--- src/rtl/ps2_poly_voice_alloc.sv ---
// PS/2 scancode parser that maps held keys onto NUM_VOICES voices, stealing the
// oldest voice when all are busy, and tracks the Ctrl-driven master volume.
module ps2_poly_voice_alloc #(
  parameter int NUM_VOICES = 4,
  parameter int FCCW_W     = 30,
  parameter int VOL_W      = 4
) (
  input  logic                         clk,
  input  logic                         reset_n,
  input  logic                         rx_done_tick,
  input  logic [7:0]                   rx_data,
  output logic [NUM_VOICES*FCCW_W-1:0] voice_fccw,
  output logic [NUM_VOICES-1:0]        voice_start,
  output logic [NUM_VOICES-1:0]        voice_release,
  output logic [NUM_VOICES-1:0]        voice_active,
  output logic [VOL_W-1:0]             volume
);

  localparam int               AGE_W   = $clog2(NUM_VOICES);
  localparam logic [AGE_W-1:0] AGE_MAX = AGE_W'(NUM_VOICES - 1);

  localparam logic [1:0] ST_IDLE    = 2'd0;
  localparam logic [1:0] ST_BRK     = 2'd1;
  localparam logic [1:0] ST_EXT     = 2'd2;
  localparam logic [1:0] ST_EXT_BRK = 2'd3;

  localparam logic [7:0] CODE_BRK  = 8'hF0;
  localparam logic [7:0] CODE_EXT  = 8'hE0;
  localparam logic [7:0] CODE_CTRL = 8'h14;

  logic [1:0]                       state, state_nxt;
  logic [NUM_VOICES-1:0][7:0]       voice_code, voice_code_nxt;
  logic [NUM_VOICES-1:0][AGE_W-1:0] voice_age, voice_age_nxt;
  logic [NUM_VOICES*FCCW_W-1:0]     fccw_nxt;
  logic [NUM_VOICES-1:0]            start_nxt, release_nxt, active_nxt;
  logic [VOL_W-1:0]                 volume_nxt;

  logic             note_hit;
  logic [13:0]      note_fccw;
  logic             held_hit, free_hit;
  logic [AGE_W-1:0] held_idx, free_idx, oldest_idx, oldest_age, alloc_idx;
  logic             do_make, do_break;

  // 12-TET pitch table for a 30-bit accumulator at 100 MHz; two keyboard rows
  // share the same octave so either row can play a melody.
  always_comb begin
    note_hit  = 1'b1;
    note_fccw = '0;
    case (rx_data)
      8'h0E, 8'h1A: note_fccw = 14'd2503;
      8'h0D, 8'h22: note_fccw = 14'd2652;
      8'h15, 8'h1C: note_fccw = 14'd2809;
      8'h1E:        note_fccw = 14'd2976;
      8'h1D, 8'h1B: note_fccw = 14'd3153;
      8'h26:        note_fccw = 14'd3341;
      8'h24, 8'h23: note_fccw = 14'd3539;
      8'h2D, 8'h2B: note_fccw = 14'd3750;
      8'h2E:        note_fccw = 14'd3973;
      8'h2C, 8'h34: note_fccw = 14'd4209;
      8'h36:        note_fccw = 14'd4459;
      8'h35, 8'h33: note_fccw = 14'd4724;
      8'h3D:        note_fccw = 14'd5005;
      8'h3C, 8'h3B: note_fccw = 14'd5303;
      8'h43, 8'h42: note_fccw = 14'd5618;
      8'h46:        note_fccw = 14'd5952;
      8'h44, 8'h4B: note_fccw = 14'd6306;
      8'h45:        note_fccw = 14'd6681;
      8'h4D, 8'h4C: note_fccw = 14'd7079;
      8'h54, 8'h52: note_fccw = 14'd7500;
      8'h55:        note_fccw = 14'd7946;
      8'h5B:        note_fccw = 14'd8418;
      8'h66:        note_fccw = 14'd8919;
      8'h5C:        note_fccw = 14'd9448;
      default:      note_hit  = 1'b0;
    endcase
  end

  // Voice search: the first voice already holding this code, the first idle
  // voice, and the oldest voice (strict > keeps the lowest index on ties).
  always_comb begin
    held_hit   = 1'b0;
    held_idx   = '0;
    free_hit   = 1'b0;
    free_idx   = '0;
    oldest_idx = '0;
    oldest_age = voice_age[0];
    for (int v = 0; v < NUM_VOICES; v++) begin
      if (!held_hit && voice_active[v] && (voice_code[v] == rx_data)) begin
        held_hit = 1'b1;
        held_idx = AGE_W'(v);
      end
      if (!free_hit && !voice_active[v]) begin
        free_hit = 1'b1;
        free_idx = AGE_W'(v);
      end
      if (voice_age[v] > oldest_age) begin
        oldest_age = voice_age[v];
        oldest_idx = AGE_W'(v);
      end
    end
    alloc_idx = free_hit ? free_idx : oldest_idx;
  end

  always_comb begin
    state_nxt  = state;
    volume_nxt = volume;
    do_make    = 1'b0;
    do_break   = 1'b0;
    if (rx_done_tick) begin
      case (state)
        ST_IDLE: begin
          if (rx_data == CODE_BRK) begin
            state_nxt = ST_BRK;
          end else if (rx_data == CODE_EXT) begin
            state_nxt = ST_EXT;
          end else if (rx_data == CODE_CTRL) begin
            if (volume != '0) volume_nxt = volume - VOL_W'(1);
          end else begin
            do_make = 1'b1;
          end
        end
        ST_BRK: begin
          do_break  = 1'b1;
          state_nxt = ST_IDLE;
        end
        ST_EXT: begin
          if (rx_data == CODE_CTRL) begin
            if (volume != '1) volume_nxt = volume + VOL_W'(1);
            state_nxt = ST_IDLE;
          end else if (rx_data == CODE_BRK) begin
            state_nxt = ST_EXT_BRK;
          end else begin
            state_nxt = ST_IDLE;
          end
        end
        default: state_nxt = ST_IDLE;
      endcase
    end
  end

  // A steal simply re-targets the voice: fresh start pulse, no release.
  always_comb begin
    voice_code_nxt = voice_code;
    voice_age_nxt  = voice_age;
    fccw_nxt       = voice_fccw;
    active_nxt     = voice_active;
    start_nxt      = '0;
    release_nxt    = '0;
    if (do_make && note_hit && !held_hit) begin
      for (int v = 0; v < NUM_VOICES; v++) begin
        if (AGE_W'(v) == alloc_idx) begin
          voice_code_nxt[v]               = rx_data;
          voice_age_nxt[v]                = '0;
          fccw_nxt[v*FCCW_W +: FCCW_W]    = FCCW_W'(note_fccw);
          active_nxt[v]                   = 1'b1;
          start_nxt[v]                    = 1'b1;
        end else if (voice_active[v] && (voice_age[v] != AGE_MAX)) begin
          voice_age_nxt[v] = voice_age[v] + AGE_W'(1);
        end
      end
    end
    if (do_break && held_hit) begin
      active_nxt[held_idx]  = 1'b0;
      release_nxt[held_idx] = 1'b1;
    end
  end

  always_ff @(posedge clk) begin
    if (!reset_n) begin
      state         <= ST_IDLE;
      voice_code    <= '0;
      voice_age     <= '0;
      voice_fccw    <= '0;
      voice_start   <= '0;
      voice_release <= '0;
      voice_active  <= '0;
      volume        <= '1;
    end else begin
      state         <= state_nxt;
      voice_code    <= voice_code_nxt;
      voice_age     <= voice_age_nxt;
      voice_fccw    <= fccw_nxt;
      voice_start   <= start_nxt;
      voice_release <= release_nxt;
      voice_active  <= active_nxt;
      volume        <= volume_nxt;
    end
  end

endmodule

--- config.mk ---
export PLATFORM = sky130hd
export DESIGN_NAME = ps2_poly_voice_alloc
export DESIGN_NICKNAME = d
export VERILOG_FILES = /design/src/rtl/ps2_poly_voice_alloc.sv
export SDC_FILE = /design/constraint.sdc
export NUM_CORES = 1
export LEC_CHECK = 0
export ABC_AREA = 1
export ABC_CLOCK_PERIOD_IN_PS = 4800
export CORE_ASPECT_RATIO = 1.4
export CORE_UTILIZATION = 50
export DETAILED_ROUTE_END_ITERATION = 12
export PLACE_DENSITY = 0.88
export REMOVE_ABC_BUFFERS = 1
export SETUP_SLACK_MARGIN = 0.3
export SLEW_MARGIN = 10
export SYNTH_ARGS = -nofsm -noshare
export SYNTH_HDL_FRONTEND = slang
export SYNTH_SLANG_ARGS = --single-unit
--- constraint.sdc ---
create_clock -name clk -period 4.8 [get_ports clk]
set_input_delay 0.96 -clock clk [delete_from_list [all_inputs] [get_ports clk]]
set_output_delay 0.96 -clock clk [all_outputs]
set_load 0.005 [all_outputs]
==> flow_summary.yaml <==
outcome:
  outcome: "finished, final reports clean"
global_routing:
  antenna_found_initial: 0
  grt_usage_pct: 25.02
  grt_max_degree: 56
  gr-total-overflow: 0
  grt_pass1_wl_microns: 29910
  grt_pass1_vias: 6462
hold_path:
  min_from: "voice_code[31]$_SDFFE_PN0P_"
  hold_class: "reg -> reg"
  min_delay_path_depth: 2
sta:
  max_slew_margin_pct: 39.35
  slew_violations: 0
  max_freq_mhz: 243.1
  hold_viol: 0
  finalCritPeriodShare_pct: 85.70
  finalSetupViolations: 0
  setup_ws_ps: 686.3
  finClkSkew_ps: 10.58
  tightest_slew_ps: 909.8
  fin_setup_tns_ps: 0
  min_period_ps: 4114
  rsz0062_at_grt: "no"
yosys:
  synthArstFlopShare_pct: 0
  synth_top_area_share_pct: 31.46
  synth_edf_count: 0
  syn_avg_cell_area_sq_um: 6.066
  ys_seq_area_share_pct: 31.46
  synth.distinct_cells: 37
  ys_seq_elements: 114
  synth_top_area_cell: "dfxtp_1"
  syn_area_sq_um: 7254
  synth-main-ff-cell: "dfxtp_1"
  yosys-top-cells-area: "dfxtp_1, nand2_1, nor2_1, inv_1, buf_4"
  syn-instance-count: 1196
  synth_warnings: 0
layout:
  postLayoutCoreUtil_pct: 60.76
  drive_gt1_share_pct: 6.073
  area_growth_pct: 17.58
  n_antenna_cell: 0
  fin_cells: 1453
  final_common_cell: "nand2_1"
  nets: 1283
  final_cell_mix: "nand2_1, nor2_1, inv_1"
floorplan:
  row_count: 51
  fp.dieH_microns: 144.5
  die_area_sq_um: 15000
  start_util_pct: 51.68
  ioPinCount: 147
  die_x_microns: 103.8
  core_area_sq_um: 14040
clock_tree:
  cts_setup_buffers: 0
  cts-root-buf: "clkbuf_16"
  htree_num_levels: 4
  clk_path_buf_depth: 2
  cts.sinks: 114
  clkLatencyLatePin_ps: 420
  cts_buffers: 17
  tritoncts: "built"
  cts.repair.resized: 0
  path_clk_slew_ps: 50
  hold_buffers: 0
critical_path:
  cp_max_fo: 36
  r2r_cells: 22
  cp-end-kind: "flip-flop"
  startpoint: "voice_age[1]$_SDFFE_PN0P_"
  cp_data_required_time_ps: 5150
  crit_path_start_kind: "flip-flop"
  crit_arrival_ps: 4460
  worstSetupPathType: "reg -> reg"
  r2r-start: "voice_age[1]$_SDFFE_PN0P_"
placed_design:
  hpwl_microns: 13210
  pre_cts_slack_ps: 816.1
  place_congestion: 0.9705
  numPortBuffers: 82
  placedCellCount: 1423
route:
  firstDrtPassIters: 7
  drt_iter0_markers: 321
  viasPerCell: 4.877
  drcViolationCount: 0
  num_vias: 7087
  wl_per_cell_microns: 12.81
  wirelength_microns: 18620
  ant_nets: 0
run:
  max-cap-violations: 0
power_and_ir_drop:
  p_leak_uw: 0.004569
  power.total_uw: 2671
  p_per_area_nw_per_um2: 313.1
  vdd_drop_max_mv: 0.1890
[layout make-up]
class | instances | area, sq um
Clock buffer | 21 | 470.5
Fill cell | 1265 | 5509
Clock inverter | 9 | 202.7
Multi-Input combinational cell | 853 | 3799
Timing Repair Buffer | 87 | 853.3
Inverter | 184 | 690.7
Tap cell | 185 | 231.5
Sequential cell | 114 | 2282
[logic make-up after synthesis]
family / share of synthesized area (%)
simple gates: 42.60
buf+inv: 19.44
flops: 31.46
compound gates: 2.673
fa+ha+maj: 2.691
xor+xnor: 1.087
other cells: 0.05169
[per-stage QoR]
step | area, sq um | hold slack (ps)
after floorplan | 6771 | 432.1
after global placement | 7856 | 448.6
after detailed placement | 7856 | 449.1
after CTS | 8529 | 472.8
after global routing | 8529 | 499.2
final | 8529 | 479.5
[cell usage after synthesis (5+ instances only)]
cell type and count:
xor2_1 6, dfxtp_1 114, or2_2 5, ha_1 14, buf_4 71, inv_1 168, nand2_1 361, inv_2 16
nor2_2 6, buf_1 8, nor2_1 242, o21ai_0 10, nor3_1 10, a21oi_1 18, nand4_1 49, nand3_1 33
nand2_2 5, buf_2 19, clkbuf_1 6
[critical path: stages (launching register included)]
cell and delay (ps):
dfxtp_1 340, inv_1 90, ha_1 340, nor2_1 140, nor2_1 60, a21oi_1 190
o21ai_0 140, ha_1 290, inv_1 40, o22ai_1 250, o21ai_0 130, ha_1 180
o21ai_0 180, nand2_1 90, nand3_1 90, nand2_1 90, inv_1 90, nand2_1 70
inv_1 390, nand3_4 470, nand2_1 200, nand2_1 80, nor2_1 130
[registers in the layout, indices dropped and copies added, names as in the netlist]
name and count:
voice_start 4, voice_release 4, voice_fccw 56, state 2, voice_age 8, voice_active 4, voice_code 32, volume 4
[final timing paths]
path	endpoint	slack (ps)
setup / recovery	voice_code[21]$_SDFFE_PN0P_	690
setup reg to reg	voice_code[21]$_SDFFE_PN0P_	690
hold reg to reg	voice_code[31]$_SDFFE_PN0P_	480
hold / removal	voice_code[31]$_SDFFE_PN0P_	480
[power by group]
part / internal, uW / switching [uW] / total, uW
Clock: 1010 / 440 / 1450
Sequential: 963 / 10.0 / 973
Combinational: 77.6 / 171 / 248
[per-layer routing]
metal | global-route usage (%) | wire (microns) | vias up
li1 | - | - | 3597
met4 | 18.72 | 1055 | 0
met2 | 46.00 | 9347 | 293
met5 | 0 | 0 | -
met3 | 3.921 | 962 | 72
met1 | 25.79 | 7253 | 3125
No activity file was read; power rests on OpenSTA's default activity.
